### config.mk
export PLATFORM = sky130hd
export DESIGN_NAME = lamp_level_encoder
export DESIGN_NICKNAME = d
export VERILOG_FILES = /design/src/rtl/lamp_level_encoder.sv
export SDC_FILE = /design/constraint.sdc
export NUM_CORES = 1
export LEC_CHECK = 0
export BUFFER_PORTS_ARGS = -buffer_cell sky130_fd_sc_hd__buf_2
export CAP_MARGIN = 20
export CORE_ASPECT_RATIO = 0.8
export CORE_MARGIN = 5
export CORE_UTILIZATION = 51
export CTS_CLUSTER_DIAMETER = 40
export DETAILED_ROUTE_END_ITERATION = 7
export GPL_TIMING_DRIVEN = 0
export PLACE_DENSITY = 0.69
export SLEW_MARGIN = 20
export SYNTH_ARGS = -nofsm -noshare
export SYNTH_HDL_FRONTEND = slang
export SYNTH_SLANG_ARGS = --single-unit
### constraint.sdc
create_clock -name clk -period 6.55 [get_ports clk]
set_clock_uncertainty 0.15 [all_clocks]
set_input_delay 0.655 -clock clk [delete_from_list [all_inputs] [get_ports clk]]
set_output_delay 0.655 -clock clk [all_outputs]
set_load 0.01 [all_outputs]
### src/rtl/lamp_level_encoder.sv
// Lamp-level encoder: synchronises 16 lamp lines, waits for them to settle, scans them bit-serially and
// offers the lit level on a valid/ready handshake. Define BUBBLE_TOLERANT_EN to count all lit lamps.
module lamp_level_encoder #(
  parameter int SYNC_STAGES   = 2,
  parameter int STABLE_CYCLES = 4
) (
  input  logic        clk,
  input  logic        rst_n,
  input  logic [15:0] lamp_in,
  input  logic        out_ready,
  output logic        out_valid,
  output logic [3:0]  code,
  output logic        overflow,
  output logic        bubble_err,
  output logic        busy
);

  typedef enum logic [1:0] {
    ST_SETTLE,
    ST_SCAN,
    ST_HOLD
  } state_e;

  localparam logic [7:0] STAB_MAX = 8'(STABLE_CYCLES);

  logic [SYNC_STAGES-1:0][15:0] sync_q;
  logic [15:0]                  lamp_s;
  logic [15:0]                  prev_q;

  state_e      state_q, state_d;
  logic [7:0]  stab_cnt_q, stab_cnt_d;
  logic [15:0] snap_q, snap_d;
  logic [15:0] last_rep_q, last_rep_d;
  logic        reported_q, reported_d;
  logic [3:0]  idx_q, idx_d;
  logic [4:0]  level_q, level_d;
  logic        run_q, run_d;
  logic        bub_q, bub_d;
  logic [3:0]  code_q, code_d;
  logic        overflow_q, overflow_d;
  logic        bubble_err_q, bubble_err_d;
  logic        scan_bit;

  assign lamp_s = sync_q[SYNC_STAGES-1];

  // NOTE: the synchroniser is a plain register chain, not a memory, so it is reset like any other state.
  always_ff @(posedge clk or negedge rst_n) begin
    if (!rst_n) begin
      sync_q <= '0;
      prev_q <= '0;
    end else begin
      // NOTE: non-blocking assignments keep every flop sampling pre-edge values, which is what makes this a shift chain.
      sync_q <= {sync_q[SYNC_STAGES-2:0], lamp_in};
      prev_q <= lamp_s;
    end
  end

  always_comb begin
    // NOTE: every variable gets its hold value first so no path through the case can infer a latch.
    state_d      = state_q;
    stab_cnt_d   = stab_cnt_q;
    snap_d       = snap_q;
    last_rep_d   = last_rep_q;
    reported_d   = reported_q;
    idx_d        = idx_q;
    level_d      = level_q;
    run_d        = run_q;
    bub_d        = bub_q;
    code_d       = code_q;
    overflow_d   = overflow_q;
    bubble_err_d = bubble_err_q;
    scan_bit     = 1'b0;

    case (state_q)
      ST_SETTLE: begin
        if (lamp_s == prev_q) begin
          stab_cnt_d = (stab_cnt_q == STAB_MAX) ? stab_cnt_q : stab_cnt_q + 8'd1;
        end else begin
          stab_cnt_d = 8'd0;
        end
        // A pattern already handed over is not re-reported; the counter saturates while we wait.
        if (stab_cnt_d == STAB_MAX && !(reported_q && lamp_s == last_rep_q)) begin
          snap_d  = lamp_s;
          idx_d   = 4'd0;
          level_d = 5'd0;
          run_d   = 1'b1;
          bub_d   = 1'b0;
          state_d = ST_SCAN;
        end
      end

      ST_SCAN: begin
        scan_bit = snap_q[idx_q];
`ifdef BUBBLE_TOLERANT_EN
        if (scan_bit) level_d = level_q + 5'd1;
`else
        if (scan_bit && run_q) level_d = level_q + 5'd1;
`endif
        if (!scan_bit) run_d = 1'b0;
        if (scan_bit && !run_q) bub_d = 1'b1;
        idx_d = idx_q + 4'd1;
        if (idx_q == 4'd15) begin
          code_d       = (level_d == 5'd16) ? 4'd15 : level_d[3:0];
          overflow_d   = (level_d == 5'd16);
          bubble_err_d = bub_d;
          state_d      = ST_HOLD;
        end
      end

      ST_HOLD: begin
        if (out_ready) begin
          last_rep_d = snap_q;
          reported_d = 1'b1;
          stab_cnt_d = 8'd0;
          state_d    = ST_SETTLE;
        end
      end

      default: state_d = ST_SETTLE;
    endcase
  end

  always_ff @(posedge clk or negedge rst_n) begin
    if (!rst_n) begin
      state_q      <= ST_SETTLE;
      stab_cnt_q   <= '0;
      snap_q       <= '0;
      last_rep_q   <= '0;
      reported_q   <= 1'b0;
      idx_q        <= '0;
      level_q      <= '0;
      run_q        <= 1'b0;
      bub_q        <= 1'b0;
      code_q       <= '0;
      overflow_q   <= 1'b0;
      bubble_err_q <= 1'b0;
    end else begin
      state_q      <= state_d;
      stab_cnt_q   <= stab_cnt_d;
      snap_q       <= snap_d;
      last_rep_q   <= last_rep_d;
      reported_q   <= reported_d;
      idx_q        <= idx_d;
      level_q      <= level_d;
      run_q        <= run_d;
      bub_q        <= bub_d;
      code_q       <= code_d;
      overflow_q   <= overflow_d;
      bubble_err_q <= bubble_err_d;
    end
  end

  assign out_valid  = (state_q == ST_HOLD);
  assign busy       = (state_q != ST_SETTLE);
  assign code       = code_q;
  assign overflow   = overflow_q;
  assign bubble_err = bubble_err_q;

  // A stalled result must not move under the consumer.
  hold_stable_a: assert property (@(posedge clk) disable iff (!rst_n)
    (out_valid && !out_ready) |=> (out_valid && $stable({code, overflow, bubble_err})));

endmodule

==> results of run 1 <==
[worst max-delay path, delay by kind of cell, from the launching register on]
family | cells | cell delay, ps
compound gates | 2 | 360
fa+ha+maj | 1 | 290
buf+inv | 1 | 180
flops | 1 | 480
mux | 2 | 510
simple gates | 2 | 670
[cell usage after synthesis, drive strengths merged, types with 7 or more instances]
cell   number
nand2      25
nor2       14
mux2       32
nand3       9
xnor2      21
dfrtp     108
nor3        9
o21ai      13
inv        10
nor4        7
xor2       17
mux2i      11
[how the worst min path moves through the flow]
stage / to / slack [ps]
after CTS: prev_q[6] / 50
final: sync_q[6] / 50
after global routing: sync_q[6] / 60
after detailed placement: lamp_s[2] / 180
after floorplan: lamp_s[0] / 180
after global placement: lamp_s[1] / 180
[flip-flops by register name, indices dropped and copies added (netlist names)]
name and cells:
bub_q 1, bubble_err 1, code 4, idx_q 4
lamp_s 16, last_rep_q 16, level_q 5, overflow 1
prev_q 16, reported_q 1, run_q 1, snap_q 16
stab_cnt_q 8, state_q 2, sync_q 16
[power groups by stage]
stage | clock (uW) | combinational [uW] | sequential [uW]
2_1_floorplan | 0 | 13.8 | 703
3_3_place_gp | 0 | 34.2 | 706
3_5_place_dp | 0 | 37.3 | 707
4_1_cts | 532 | 37.6 | 694
5_1_grt | 563 | 41.8 | 695
6_report | 517 | 36.1 | 694
[cell type report]
type / instances / area [um^2] / area share, %
clock buffer: 11 / 243 / 4.67
buffer: 10 / 62.6 / 1.20
inverter: 10 / 37.5 / 0.722
tap: 115 / 144 / 2.77
sequential: 108 / 2700 / 51.9
clock inverter: 5 / 42.5 / 0.818
multi-input combinational: 228 / 1810 / 34.7
timing repair buffer: 27 / 164 / 3.15
[through the flow]
step / utilization [%] / instances
after floorplan: - / 356
after global placement: 54.7 / 497
after detailed placement: 55.1 / 498
after CTS: 58.3 / 514
after global routing: 58.3 / 514
final: 58.3 / 514
[routing by layer]
layer  up-vias  wire, um  share of wire (%)  GRT usage (%)
li1       1337         -                  -              -
met1      1389      4310                 51           24.9
met2        43      3660                 44           23.9
met3        11       308                3.7           4.63
met4         0       116                1.4           5.31
met5         -         0                  0              0
[kinds of logic (layout without fill, tap and decap cells)]
| family | count (synthesis) | after routing | synth area share [%] |
|---|---|---|---|
| compound gates | 51 | 51 | 8.14 |
| mux | 43 | 43 | 11.4 |
| xor+xnor | 38 | 38 | 7.22 |
| buf+inv | 20 | 63 | 2.17 |
| simple gates | 92 | 92 | 11.3 |
| fa+ha+maj | 4 | 4 | 1.09 |
| flops | 108 | 108 | 58.6 |
==> out/metrics.csv, run 1 <==
stage,metric,value,unit
clocking,ctsResizeCount,0,
global_routing,grt_pass1_wl,14200,um
timing,hold_slack,45.6,ps
timing,min_period_over_period,42.0,%
clocking,cts_buffers,9,
worst_setup_path,startpoint,stab_cnt_q[1],
layout,drive_gt1_share,23.1,%
power,p_total,1250,uW
worst_setup_path,crit_path_max_fanout,10,
timing,max_freq,364,MHz
yosys,yosys.area.top_type,dfrtp_1,
yosys,syn_area,4610,um^2
clocking,cts.sinks,108,
power,switching_share,22.2,%
placement,place_ws,3830,ps
die,die_h,95.0,um
yosys,netlist_instances,356,
timing,drv_slew,0,
global_routing,grt_overflow,0,
power,combPwrFrac,2.9,%
detailed_routing,drtPass1Iterations,4,
die,die_area,11100,um^2
die,io_pins,27,
worst_setup_path,reg2regPathDepth,8,
power,p_seq_share,55.6,%
timing,tns,0,ps
global_routing,antenna_found_initial,0,
worst_setup_path,cp_cell_sequence,"ha_1, and3_1, mux2i_1, a22oi_1, o211a_1, or3_4, buf_6, mux2_4",
yosys,yosysUniqueCellTypes,53,
layout,n_antenna_cell,0,
yosys,synth_warnings,0,
global_routing,first_global_vias,2826,
layout,final_nets,417,
layout,final_cell_mix,"108 x dfrtp_1, 27 x buf_2, 25 x nand2_1",
die,initial_utilization,51.7,%
worst_setup_path,critPathMaxStageDelay,480,ps
detailed_routing,routedWlPerCell,16.3,um
worst_setup_path,worst-setup-path-type,reg -> reg,
yosys,yosys.area.top_type_share,58.6,%
worst_setup_path,r2r_slack,3800,ps
worst_setup_path,r2r_start,stab_cnt_q[1],
run_status,status,completed,
timing,finalCriticalPeriod,2750,ps
yosys,synth-seq-cells,108,
yosys,syn-num-nets,379,
worst_setup_path,setup.worst_path.end,snap_q[6],
die,die_x,116,um
global_routing,grt_max_degree,73,
worst_setup_path,start_kind,register,
yosys,syn-mean-instance-area,12.9,um^2
timing,relSlewSlack,47.3,%
yosys,ys_top_cells_by_area,"dfrtp_1 59%, mux2_4 4.9%, mux2_2 4.2%",
clocking,post_cts_buffers,0,
placement,dpl_cell_area,4920,um^2
timing,hold_violations,0,
power,p_sw,276,uW
layout,layout_commonest_cell,dfrtp_1,
power,ir_drop,0.000174,V
detailed_routing,vias,2780,
timing,final-setup-viol-count,0,
yosys,ys_async_sr_fraction,100,%
yosys,ys.flop_type,dfrtp_1,
clocking,clkTransAtPathRegs,70,ps
layout,fill_cells,742,
detailed_routing,drtAntennaViolNets,0,
job,maxCapViolations,0,
clocking,cts_tree,yes,
worst_setup_path,slowest_stage,dfrtp_1,
clocking,ctsHoldBuffers,0,
detailed_routing,via_per_inst,5.41,
power,p_per_area,240,nW/um^2
layout,syn_to_final_growth,12.9,%
timing,max_slew.worst_pin.slew,784,ps
detailed_routing,routed_wl,8390,um
placement,io_buffers,26,
power,intPower,971,uW
power,power_leakage,0.00250,uW
placement,place.gp.congestion,0.793,
worst_setup_path,end_kind,register,
detailed_routing,dr.first_iter.drc_count,226,
detailed_routing,drc_errors,0,
die,rows,31,
clocking,clock_latency,350,ps
clocking,htree_levels,3,
worst_setup_path,reg2reg_to,snap_q[6],
power,clkPwrFrac,41.5,%
layout,stdcell_area,5200,um^2
timing,setup_slack,3800,ps
yosys,synth-edff-count,0,
clocking,cts-root-buf,clkbuf_16,
hold_path,hp-class,in -> async,
placement,place_hpwl,5810,um
die,core_area,8920,um^2
worst_setup_path,cp_data_required_time,6630,ps
yosys,ys_seq_area_share,58.6,%
timing,rsz0062_at_grt,no,
worst_setup_path,worst_ep_arrival_time,2830,ps
global_routing,track_usage,16.8,%
clocking,cts_max_path_buffers,2,
Note: power is estimated with default switching activity, not from simulation.
==> run 2: changes to the inputs <==
--- a/config.mk
+++ b/config.mk
@@ -13,7 +13,7 @@
 export CTS_CLUSTER_DIAMETER = 40
 export DETAILED_ROUTE_END_ITERATION = 7
 export GPL_TIMING_DRIVEN = 0
-export PLACE_DENSITY = 0.69
+export PLACE_DENSITY = 0.71
 export SLEW_MARGIN = 20
 export SYNTH_ARGS = -nofsm -noshare
 export SYNTH_HDL_FRONTEND = slang
==> constraint.sdc (replaced) <==
create_clock -name clk -period 2.46 [get_ports clk]
set_clock_uncertainty 0.15 [all_clocks]
set_input_delay 0.246 -clock clk [delete_from_list [all_inputs] [get_ports clk]]
set_output_delay 0.246 -clock clk [all_outputs]
set_load 0.01 [all_outputs]
==> run 2 against run 1 <==
The run now ends with negative setup slack left. Via count rose by 6.3%. Flip-flop and latch count did not move. Critical path depth did not move. First-iteration DRC count fell by 3.5%. Highest routed layer unchanged. Setup slack got worse by 3800 ps. Routed wire length rose by 7.2%. Register-to-register slack got worse by 3800 ps.
==> out/metrics.csv, run 2 (same netlist as run 1, synthesis figures left out) <==
stage,metric,value,unit,change
layout,final_cells,559,,+8.8%
power,power_leakage,0.00274,uW,+9.6%
placement,io_buffers,26,,unchanged
detailed_routing,drtPass1Iterations,4,,unchanged
clocking,cts-root-buf,clkbuf_16,,
die,io_pins,27,,unchanged
placement,place.gp.congestion,0.817,,+3.1%
die,rows,31,,unchanged
global_routing,first_global_vias,2996,,+6.0%
timing,min_period_over_period,100,%,+58 points
detailed_routing,drc_errors,0,,unchanged
layout,final_nets,462,,+11%
global_routing,track_usage,17.9,%,+1.2 points
worst_setup_path,end_kind,register,,
job,maxCapViolations,0,,unchanged
die,die_x,116,um,unchanged
clocking,cts.sinks,108,,unchanged
detailed_routing,drtAntennaViolNets,0,,unchanged
worst_setup_path,start_kind,register,,
die,die_h,95.0,um,unchanged
worst_setup_path,cp_data_required_time,2530,ps,-4100 ps
worst_setup_path,worst_ep_arrival_time,2540,ps,-290 ps
hold_path,worstHoldStart,sync_q[8],,
worst_setup_path,worst-setup-path-type,reg -> reg,,
timing,relSlewSlack,57.9,%,+11 points
global_routing,grt_overflow,0,,unchanged
detailed_routing,routedWlPerCell,16.1,um,-1.5%
timing,final-setup-viol-count,3,,+3
global_routing,grt_pass1_wl,15100,um,+6.5%
layout,drive_gt1_share,32.4,%,+9.4 points
layout,layout_commonest_cell,dfrtp_1,,
clocking,cts_buffers,9,,unchanged
run_status,violations,negative setup slack,,
power,p_per_area,600,nW/um^2,+150%
timing,finalCriticalPeriod,2470,ps,-285 ps
timing,tns,-7.93,ps,-7.93 ps
clocking,clkTransAtPathRegs,70,ps,about the same
detailed_routing,vias,2956,,+6.3%
clocking,cts_max_path_buffers,2,,unchanged
clocking,htree_levels,3,,unchanged
hold_path,whs_path_depth,0,,
global_routing,grt_max_degree,57,,-22%
detailed_routing,dr.first_iter.drc_count,218,,-3.5%
detailed_routing,via_per_inst,5.29,,-2.2%
worst_setup_path,crit_path_max_fanout,10,,unchanged
worst_setup_path,r2r_slack,-5,ps,-3810 ps
worst_setup_path,reg2regPathDepth,8,,unchanged
timing,rsz0062_at_grt,yes,,
timing,setup_slack,-5.02,ps,-3810 ps
layout,final_cell_mix,"99 x dfrtp_1, 27 x buf_2, 26 x buf_4",,
placement,place_hpwl,5790,um,-0.31%
hold_path,hp-class,reg -> reg,,
die,core_area,8920,um^2,unchanged
global_routing,antenna_found_initial,0,,unchanged
die,initial_utilization,51.7,%,unchanged
timing,hold_violations,0,,unchanged
detailed_routing,routed_wl,8990,um,+7.2%
clocking,clock_latency,350,ps,about the same
layout,n_antenna_cell,0,,unchanged
run_status,status,finished with violations,,
clocking,cts_tree,yes,,
placement,place_ws,-252,ps,-4090 ps
die,die_area,11100,um^2,unchanged
worst_setup_path,reg2reg_to,snap_q[4],,
layout,syn_to_final_growth,24.7,%,
timing,drv_slew,0,,unchanged
power,ir_drop,0.000483,V,+180%
timing,max_freq,406,MHz,+12%
placement,numPlacedInstances,498,,unchanged
hold_path,min_to,lamp_s[8],,
worst_setup_path,r2r_start,stab_cnt_q[0],,
timing,max_slew.worst_pin.slew,631,ps,-153 ps
[run 2: changes by cell type in the layout (fill, tap and decap cells not counted), sizes merged]
cell         delta
clkinv          +2
clkbuf          -2
bufinv          +1
dlygate4sd3    +18
buf            +27
clkinvlp        -1
[run 2: final cells by class]
type	count	area (um^2)
clock buffer	9	225
inverter	10	37.5
tap	115	144
multi-input combinational	228	1920
sequential	108	2710
fill	699	3170
clock inverter	7	81.3
timing repair buffer	72	544
buffer	10	77.6
[run 2: worst max path at each step]
stage                        from  depth (start not counted)    endpoint
floorplan           stab_cnt_q[1]                          8  snap_q[10]
global placement    stab_cnt_q[1]                          8  snap_q[10]
detailed placement     lamp_s[14]                          6  level_q[3]
CTS                    lamp_s[14]                          7   snap_q[4]
global route        stab_cnt_q[0]                          8   snap_q[4]
finish              stab_cnt_q[0]                          8   snap_q[4]
[run 2: report_power, final]
part	leakage (uW)	total (uW)	switching, uW	internal (uW)
clock	0.000152	1460	654	805
sequential	0.00138	1840	26.0	1820
combinational	0.00120	145	69.7	75.3
[run 2: critical path, stage by stage (launching register included)]
cell	delay, ps
dfrtp_1	400
ha_4	160
and3_4	200
mux2i_1	170
a22oi_1	110
o211a_1	260
or3_4	430
buf_12	170
mux2_4	290
[run 2: per-stage QoR]
| stage | utilization, % | hold slack, ps | power [uW] | area [um^2] |
|---|---|---|---|---|
| 5_1_grt | 64.4 | 204 | 3600 | 5750 |
| 4_1_cts | 63.0 | 201 | 3490 | 5620 |
| 3_3_place_gp | 54.8 | 182 | 1970 | 4890 |
| 2_1_floorplan | - | -200 | 1910 | 4620 |
| 6_report | 64.4 | 198 | 3450 | 5750 |
| 3_5_place_dp | 55.2 | 88.8 | 1980 | 4920 |
[run 2: repair_timing]
action | CTS | global route
gates cloned | 0 | 1
endpoints found under the hold margin | 72 | 0
buffers inserted | 18 | 8
resized for setup | 18 | 12
pin swaps | 9 | 12
hold buffers | 18 | 0
setup endpoints to repair | 29 | 24
[run 2: routing by layer]
metal | up-vias | GRT usage (%) | routed length (um)
met5 | - | 0 | 0
met4 | 0 | 6.09 | 114
met3 | 11 | 4.25 | 250
met2 | 34 | 27.2 | 4270
met1 | 1484 | 25.5 | 4360
li1 | 1427 | - | -
==> run 3: changes to the inputs <==
--- a/config.mk
+++ b/config.mk
@@ -12,7 +12,6 @@
 export CORE_UTILIZATION = 51
 export CTS_CLUSTER_DIAMETER = 40
 export DETAILED_ROUTE_END_ITERATION = 7
-export GPL_TIMING_DRIVEN = 0
 export PLACE_DENSITY = 0.71
 export SLEW_MARGIN = 20
 export SYNTH_ARGS = -nofsm -noshare
==> run 3 against run 2 <==
The run still ends with negative setup slack left. Critical path depth unchanged. Flip-flop and latch count did not move. Fmax shrank 0.31%. First-iteration DRC count grew 50%. Setup slack got worse by 7.8 ps. Register-to-register slack hardly changed. Utilization rose by 0.53 points. Sequential power about the same. Critical endpoint unchanged. Die area unchanged. Combinational power is 8% lower. Via count rose by 3.0%. Non-clock buffer count rose by 1.
==> out/metrics.csv, run 3 (same netlist as run 1, synthesis figures left out) <==
stage,metric,value,unit,change
run_status,status,finished with violations,,
run_status,violations,negative setup slack,,
worst_setup_path,end_kind,register,,
detailed_routing,drtPass1Iterations,4,,unchanged
global_routing,first_global_vias,3043,,+1.6%
timing,relSlewSlack,63.8,%,+5.9 points
placement,place_hpwl,6150,um,+6.3%
hold_path,hp-class,reg -> reg,,
detailed_routing,vias,3044,,+3.0%
hold_path,whs_path_depth,0,,unchanged
layout,drive_gt1_share,32.6,%,+0.15 points
timing,min_period_over_period,101,%,+0.32 points
power,p_total,3530,uW,+2.4%
die,rows,31,,unchanged
worst_setup_path,worst-setup-path-type,reg -> reg,,
layout,syn_to_final_growth,25.7,%,
timing,rsz0062_at_grt,yes,,
detailed_routing,routed_wl,9430,um,+4.9%
worst_setup_path,startpoint,stab_cnt_q[1],,
worst_setup_path,cp_data_required_time,2540,ps,about the same
worst_setup_path,crit_path_max_fanout,11,,+1
layout,final_cell_mix,"106 x dfrtp_1, 35 x buf_4, 25 x nand2_1, 25 x buf_2, 21 x xnor2_1",,
hold_path,worstHoldStart,sync_q[5],,
detailed_routing,dr.first_iter.drc_count,326,,+50%
timing,max_freq,404,MHz,-0.31%
timing,final-setup-viol-count,12,,+9
die,die_area,11100,um^2,unchanged
die,die_h,95.0,um,unchanged
clocking,clock_latency,350,ps,about the same
die,die_x,116,um,unchanged
timing,hold_violations,0,,unchanged
global_routing,grt_overflow,0,,unchanged
hold_path,min_to,lamp_s[5],,
global_routing,grt_max_degree,109,,+91%
placement,place.gp.congestion,0.839,,+2.7%
clocking,cts_tree,yes,,
layout,fill_cells,676,,-3.3%
die,core_area,8920,um^2,unchanged
detailed_routing,via_per_inst,5.44,,+2.8%
worst_setup_path,reg2regPathDepth,8,,unchanged
job,maxCapViolations,0,,unchanged
layout,final_nets,463,,+0.22%
clocking,cts-root-buf,clkbuf_16,,
global_routing,antenna_found_initial,0,,unchanged
detailed_routing,drc_errors,0,,unchanged
global_routing,grt_pass1_wl,15500,um,+2.3%
die,initial_utilization,51.7,%,unchanged
timing,drv_slew,0,,unchanged
clocking,cts.sinks,108,,unchanged
timing,finalCriticalPeriod,2470,ps,+7.76 ps
die,io_pins,27,,unchanged
placement,io_buffers,26,,unchanged
clocking,cts_max_path_buffers,2,,unchanged
clocking,cts_buffers,9,,unchanged
detailed_routing,drtAntennaViolNets,0,,unchanged
timing,hold_slack,202,ps,+4.55 ps
power,ir_drop,0.000655,V,+36%
worst_setup_path,worst_ep_arrival_time,2550,ps,about the same
global_routing,track_usage,18.4,%,+0.45 points
power,power_leakage,0.00276,uW,+1.0%
layout,final-seq-area,2710,um^2,-0.32%
layout,n_antenna_cell,0,,unchanged
layout,multi_input_area,1920,um^2,-0.19%
power,p_per_area,609,nW/um^2,+1.6%
layout,final_core_util,65.0,%,+0.53 points
placement,dpl_cell_area,5120,um^2,+3.9%
timing,setup_slack,-12.8,ps,-7.76 ps
detailed_routing,routedWlPerCell,16.8,um,+4.7%
worst_setup_path,reg2reg_to,snap_q[4],,
clocking,htree_levels,3,,unchanged
layout,stdcell_area,5790,um^2,+0.83%
layout,layout_commonest_cell,dfrtp_1,,
worst_setup_path,r2r_slack,-10,ps,about the same
worst_setup_path,start_kind,register,,
timing,max_slew.worst_pin.slew,543,ps,-87.8 ps
clocking,clkTransAtPathRegs,70,ps,about the same
worst_setup_path,r2r_start,stab_cnt_q[1],,
## run 3: cell types whose count changed in the layout (fill, tap and decap cells not counted), moves of 3 or more
cell / delta
mux2i_2: +4
clkbuf_1: -4
mux2i_1: -4
dfrtp_1: +7
buf_4: +9
buf_6: -3
dfrtp_2: -7
## run 3: repair_timing
| item | in CTS | in global routing |
|---|---|---|
| setup buffers | 0 | 3 |
| endpoints found under the setup margin | 17 | 29 |
| cloned | 0 | 1 |
| pin swaps | 1 | 8 |
| hold endpoints to repair | 125 | 0 |
| resized for setup | 4 | 22 |
| hold buffers | 18 | 0 |
## run 3: final cells by class
type,instances,share of cell area [%]
well taps,115,2.48
multi-input cells,228,33.1
repair buffers,83,11.5
clock buffers,10,3.95
clock inverters,6,1.64
flip-flops and latches,108,46.7
inverters,10,0.648
## run 3: how the worst max path moves through the flow
stage | endpoint | slack [ps]
global route | snap_q[4] | -110
global placement | snap_q[9] | 10
CTS | snap_q[4] | -20
floorplan | snap_q[10] | 10
finish | snap_q[4] | -10
detailed placement | code[2] | -40
## run 3: per-layer routing
metal	share of wire [%]	vias up	GRT usage [%]	wire, um
li1	-	1421	-	-
met1	48	1550	26.3	4510
met2	47	61	27.7	4410
met3	4.0	12	4.19	380
met4	1.4	0	6.67	129
met5	0	-	0	0
## run 3: metrics by stage
step           setup WS [ps]  setup TNS (ps)  instances
6_report               -12.8            -102        560
5_1_grt                 -106           -1540        560
4_1_cts                -19.1            -174        556
3_5_place_dp           -42.8           -50.8        522
3_3_place_gp            11.6               0        522
2_1_floorplan           10.1               0        356
## run 3: worst max-delay path, cell delays in order, from the launching register on
cell and delay, ps:
dfrtp_1 360, ha_2 180, and3_4 200, mux2i_1 190, a22oi_1 120, o211a_1 250
or3_4 440, buf_12 170, mux2_4 290
## run 3: where the power goes
group | switching (uW) | total [uW] | internal, uW
Clock | 651 | 1550 | 904
Sequential | 26.3 | 1840 | 1820
Combinational | 66.2 | 134 | 67.8
